$ cat config.mk
export PLATFORM = sky130hd
export DESIGN_NAME = program_counter_flat
export DESIGN_NICKNAME = d
export VERILOG_FILES = /design/src/rtl/program_counter_pkg.sv /design/src/rtl/program_counter_if.sv /design/src/rtl/program_counter_pc_increment.sv /design/src/rtl/program_counter.sv /design/src/flat_wrapper.sv
export SDC_FILE = /design/constraint.sdc
export NUM_CORES = 1
export LEC_CHECK = 0
export CAP_MARGIN = 20
export CORE_MARGIN = 1.5
export CORE_UTILIZATION = 41
export DETAILED_ROUTE_END_ITERATION = 12
export GPL_TIMING_DRIVEN = 0
export PLACE_DENSITY = 0.91
export SETUP_SLACK_MARGIN = 0.02
export SYNTH_ARGS = -nofsm -noshare
export SYNTH_HDL_FRONTEND = slang
export SYNTH_SLANG_ARGS = --single-unit
$ cat constraint.sdc
create_clock -name CLK -period 5.6 [get_ports CLK]
set_input_delay 1.4 -clock CLK [delete_from_list [all_inputs] [get_ports CLK]]
set_output_delay 1.4 -clock CLK [all_outputs]
set_load 0.05 [all_outputs]
$ cat src/rtl/program_counter_pkg.sv
// Shared Y86-32 opcode constants, default address width and the instruction-length decode.
package program_counter_pkg;

  localparam int DATA_WID = 32;

  localparam logic [3:0] _HALT  = 4'h0;
  localparam logic [3:0] _NOP   = 4'h1;
  localparam logic [3:0] _RRMOV = 4'h2;
  localparam logic [3:0] _IRMOV = 4'h3;
  localparam logic [3:0] _RMMOV = 4'h4;
  localparam logic [3:0] _MRMOV = 4'h5;
  localparam logic [3:0] _OP    = 4'h6;
  localparam logic [3:0] _JXX   = 4'h7;
  localparam logic [3:0] _CALL  = 4'h8;
  localparam logic [3:0] _RET   = 4'h9;
  localparam logic [3:0] _PUSH  = 4'hA;
  localparam logic [3:0] _POP   = 4'hB;

  // Codes C-F are undefined; they advance by one byte like a single-byte opcode.
  function automatic logic [2:0] instr_len(input logic [3:0] icode);
    case (icode)
      _RRMOV, _OP, _PUSH, _POP: instr_len = 3'd2;
      _IRMOV, _RMMOV, _MRMOV:   instr_len = 3'd6;
      _JXX, _CALL:              instr_len = 3'd5;
      default:                  instr_len = 3'd1;
    endcase
  endfunction

  function automatic logic is_invalid(input logic [3:0] icode);
    is_invalid = (icode >= 4'hC);
  endfunction

endpackage

$ cat src/rtl/program_counter_if.sv
// Fetch/execute-side signals of the PC stage: instruction info in, PC and fall-through out.
interface program_counter_if #(parameter int DATA_WID = 32);
  logic [3:0]          icode;
  logic                Cnd;
  logic [DATA_WID-1:0] valC;
  logic [DATA_WID-1:0] valM;
  logic [DATA_WID-1:0] valP;
  logic [DATA_WID-1:0] PC;

  modport master (output icode, Cnd, valC, valM, input valP, PC);
  modport slave  (input icode, Cnd, valC, valM, output valP, PC);
endinterface

$ cat src/rtl/program_counter_pc_increment.sv
// Fall-through address: current PC plus the length of the instruction at that PC.
module pc_increment
  import program_counter_pkg::*;
#(
  parameter int DATA_WID = 32
) (
  input  logic [3:0]          icode,
  input  logic [DATA_WID-1:0] PC,
  output logic [DATA_WID-1:0] valP
);

  // Modular add; wrap past the top of the address space is intentional.
  assign valP = PC + DATA_WID'(instr_len(icode));

endmodule

$ cat src/rtl/program_counter.sv
// Y86 PC register with next-PC select (call/taken jump/return/hold/fall-through).
module program_counter #(
  parameter int DATA_WID = program_counter_pkg::DATA_WID
) (
  input  logic              CLK,
  input  logic              RST,
  program_counter_if.slave  pc_bus
);
  import program_counter_pkg::*;

  logic [DATA_WID-1:0] pc_q;
  logic [DATA_WID-1:0] val_p;
  logic [DATA_WID-1:0] pc_next;

  pc_increment #(.DATA_WID(DATA_WID)) u_inc (
    .icode (pc_bus.icode),
    .PC    (pc_q),
    .valP  (val_p)
  );

  always_comb begin
    pc_next = val_p;
    if (pc_bus.icode == _CALL)
      pc_next = pc_bus.valC;
    else if (pc_bus.icode == _JXX && pc_bus.Cnd)
      pc_next = pc_bus.valC;
    else if (pc_bus.icode == _RET)
      pc_next = pc_bus.valM;
    else if (pc_bus.icode == _HALT || is_invalid(pc_bus.icode))
      pc_next = pc_q;
  end

  always_ff @(posedge CLK or posedge RST) begin
    if (RST) pc_q <= '0;
    else     pc_q <= pc_next;
  end

  assign pc_bus.PC   = pc_q;
  assign pc_bus.valP = val_p;

endmodule

$ cat src/flat_wrapper.sv
// flat-port wrapper written by rule: the top's interface ports become plain ports
module program_counter_flat import program_counter_pkg::*;
#(
  parameter int DATA_WID = program_counter_pkg::DATA_WID
)
  (CLK, RST, pc_bus_icode, pc_bus_Cnd, pc_bus_valC, pc_bus_valM, pc_bus_valP, pc_bus_PC);
  program_counter_if #(.DATA_WID(DATA_WID)) pc_bus_i ();
  input  logic CLK;
  input  logic RST;
  input wire logic [$bits(pc_bus_i.icode)-1:0] pc_bus_icode;
  input wire logic [$bits(pc_bus_i.Cnd)-1:0] pc_bus_Cnd;
  input wire logic [$bits(pc_bus_i.valC)-1:0] pc_bus_valC;
  input wire logic [$bits(pc_bus_i.valM)-1:0] pc_bus_valM;
  output wire logic [$bits(pc_bus_i.valP)-1:0] pc_bus_valP;
  output wire logic [$bits(pc_bus_i.PC)-1:0] pc_bus_PC;
  assign pc_bus_i.icode = pc_bus_icode;
  assign pc_bus_i.Cnd = pc_bus_Cnd;
  assign pc_bus_i.valC = pc_bus_valC;
  assign pc_bus_i.valM = pc_bus_valM;
  assign pc_bus_valP = pc_bus_i.valP;
  assign pc_bus_PC = pc_bus_i.PC;
  program_counter #(.DATA_WID(DATA_WID)) u_core (.CLK(CLK), .RST(RST), .pc_bus(pc_bus_i));
endmodule
==> impl_results.md <==
* Status: finished clean
* Type of the worst setup path: in -> out
* Net count after synthesis at 379
* CTS Root Buffer Type: clkbuf_8
* Switching pwr at 1.04 mW
* Global route overflow at 0
* Initial detailed-routing violation count at 242
* Maximum clock path buffer count at 2
* R2r endpoint: u_core.pc_bus.PC[20]
* X dimension of the die at 82.9 µm
* Proportion of netlist area held by the largest area contributor at 30.6%
* Fill count at 442
* Remaining design rule violation count at 0
* Count of H-tree levels built during CTS at 2
* TritonRoute pass-1 iters at 5
* Delay contributed by the slowest stage of the critical path at 0.63 ns
* Worst hold path class: reg -> reg
* CORE AREA at 6060 µm²
* HPWL after detailed placement at 7.61 mm
* # Max-Cap Violations at 0
* Vias at 3348
* Most common cell after layout, fill and taps aside: clkdlybuf4s50_1
* Worst R2R Setup Slack at 2.98 ns
* Seq/Total Area, Yosys at 30.6%
* I/O pin cnt at 135
* Pin count of the biggest net entering global routing at 24
* # clock sinks at 32
* Setup violators final at 0
* Aggregate global-route resource usage at 29.6%
* Max-slew violations at 0
* Reg2Reg Depth at 8
* Fraction of registers with async set/reset at 100%
* Crit share post-route at 97.9%
* Starting density of the core at 43.2%
* Largest fanout of any net on the critical path at 11
* Share of total power in sequential cells at 21.5%
* Die height at 82.9 µm
* Highest ir drop seen on vdd at 0.337 mV
* Crit path capture type: output port
* Routed WL at 10.5 mm
* Number of antenna violations at the first check in global routing at 0
* Launching instance or port of the critical path: pc_bus_icode[0]
* Area Growth Syn to Fin at 68.7%
* Gate power share at 65.3%
* Cell internal power dissipation at 0.899 mW
* Clock buffers created by TritonCTS at 5
* Number of warning messages in the yosys log at 0
* Vias in the first global route at 3316
* Port-buffer cells at 134
* Nets at 535
* Maximum achievable frequency at 0.182 GHz
* #FFs+latches synth at 32
* CP max-delay cell: or4_4
* Worst R2R Start: u_core.pc_bus.PC[0]
* Worst Path Required at 4.20 ns
* Area of all placed cells without fillers at 4420 µm²
* Destination of the critical timing path: pc_bus_valP[20]
* Worst Path Arrival at 4.08 ns
* Power per standard cell area at 439 nW/µm²
* Yosys top cell by area: dfrtp_1
* Die Footprint at 6880 µm²
* Number of instances in the synthesized netlist at 304
* Number of rows in the core area at 28
* Switching Fraction at 53.6%
* Clock transition at the registers of the reported paths at 0.07 ns
* Post-CTS Hold Fix Bufs at 0
* Number of flops mapped to enable cells by yosys at 0
* Worst slew pin tran at 0.890 ns
* Clock network latency to the later pin of the worst-skew pair at 0.30 ns
* Synth top area cells: dfrtp_1, xnor2_1, nand2_1
* Clock tree from TritonCTS: built
* Area of the mapped netlist at 2620 µm²
* Unrepaired setup endpoints after global routing: no
* Post-synth cell types at 53
* Commonest non-fill, non-tap cells in the layout: clkdlybuf4s50_1, dfrtp_1, nand2_1
* Fraction of final layout cells with drive strength greater than 1 at 17.1%
* Routed Antenna Nets at 0
* Finished Core Util at 72.9%
* Tmin final at 5.48 ns
* First-pass GRT wire length at 16.6 mm
* Series of cell instances along the critical path: buf_2 -> a21oi_1 -> mux2i_1 -> ha_2 -> inv_2 -> fa_2 -> nand2b_4 -> a2111o_1 -> or4_4 -> xnor2_4 -> buf_6
* Syn Area/Cell at 8.61 µm²
* Final weighted congestion in routability-driven placement at 0.875
* Post-DR wirelength/cell at 19.5 µm
* Antenna fix cells at 0
* Startpoint type of the worst setup path: input port
* Fin Clk Skew at 0.0102 ns
* Cell area reported after detailed placement at 4150 µm²
* Leak pwr at 1.84 nW
* Tightest slew margin relative to the limit at 40.7%
* Final hold violation count at 0
* Part of the power in the clock network at 13.2%
* Average via count per standard cell at 6.25
* Flip-flop count of the largest register, all copies and words added at 32
* Ys flop type: dfrtp_1
worst max-delay path: cells and delay by family:
kind / cells / cell delay, ns
xor gates and xnor gates: 1 / 0.16
adders and majority gates: 2 / 0.56
and+or+nand+nor: 2 / 0.79
AOI/OAI and AO/OA: 2 / 0.62
buffers and inverters: 3 / 0.40
muxes: 1 / 0.15
synthesized netlist by cell type (6+ instances only):
| cell | n |
|---|---|
| xnor2_1 | 24 |
| o21ai_0 | 15 |
| and3_1 | 10 |
| a221o_1 | 7 |
| mux2i_1 | 8 |
| a222oi_1 | 7 |
| dfrtp_1 | 32 |
| buf_2 | 6 |
| a22oi_1 | 8 |
| nand2_1 | 27 |
| nand3_1 | 18 |
| o22ai_1 | 7 |
| nor2_1 | 14 |
| a21oi_1 | 12 |
| inv_1 | 13 |
| clkbuf_1 | 11 |
| nand4_1 | 10 |
through the flow:
step           total power [mW]  instances  hold slack (ns)  TNS [ns]  setup slack [ns]
4_1_cts                    1.92        535            0.547         0            0.0240
3_5_place_dp               1.65        514            0.530    -23.23             -1.34
6_report                   1.94        536            0.549         0             0.116
2_1_floorplan              1.21        304            0.770         0           0.00240
3_3_place_gp               1.62        513            0.512    -22.11             -1.30
5_1_grt                    2.01        536            0.577         0            0.0216
kinds of logic (layout without fill, tap and decap cells):
group | Yosys count | after routing | synth area share, %
buf+inv | 30 | 187 | 4.59
xor+xnor | 29 | 29 | 9.70
fa+ha+maj | 4 | 4 | 2.20
flops | 32 | 32 | 30.6
compound gates | 98 | 98 | 28.7
simple gates | 103 | 103 | 21.2
mux | 8 | 8 | 3.06
how the worst min path moves through the flow:
stage | from | to | slack, ns | cells past startpoint
3_5_place_dp | u_core.pc_bus.PC[0] | u_core.pc_bus.PC[0] | 0.53 | 1
3_3_place_gp | u_core.pc_bus.PC[0] | u_core.pc_bus.PC[0] | 0.51 | 1
2_1_floorplan | u_core.pc_bus.PC[2] | u_core.pc_bus.PC[2] | 0.77 | 2
6_report | u_core.pc_bus.PC[0] | u_core.pc_bus.PC[0] | 0.55 | 1
4_1_cts | u_core.pc_bus.PC[0] | u_core.pc_bus.PC[0] | 0.55 | 1
5_1_grt | u_core.pc_bus.PC[0] | u_core.pc_bus.PC[0] | 0.58 | 1
power groups by stage:
stage | logic, mW | registers (mW) | clock network, mW
5_1_grt | 1.31 | 0.428 | 0.264
4_1_cts | 1.25 | 0.413 | 0.254
3_5_place_dp | 1.23 | 0.416 | 0
2_1_floorplan | 0.586 | 0.628 | 0
3_3_place_gp | 1.21 | 0.412 | 0
6_report | 1.26 | 0.417 | 0.256
repair_timing:
action / in CTS / in global routing
buffers inserted: 14 / 2
endpoints found under the setup margin: 30 / 27
gates resized for setup: 90 / 21
pin swaps: 7 / 6
routing by layer:
metal  track usage (%)  wire (µm)  part of all wire (%)
met1              36.1       3950                    38
met2              49.7       4990                    48
met3              7.26       1190                    11
met4              12.6        340                   3.2
met5                 0          0                     0
layout make-up:
class                      count  area (µm²)  area share [%]
multi-input combinational    242        1800            40.7
timing repair buffer         151        1480            33.4
sequential                    32         801            18.1
clock buffer                   7        96.3            2.18
tap                           75        93.8            2.12
buffer                        15        75.1            1.70
inverter                      13        48.8            1.10
clock inverter                 1        30.0           0.680
No activity file was read; power rests on OpenSTA's default activity.
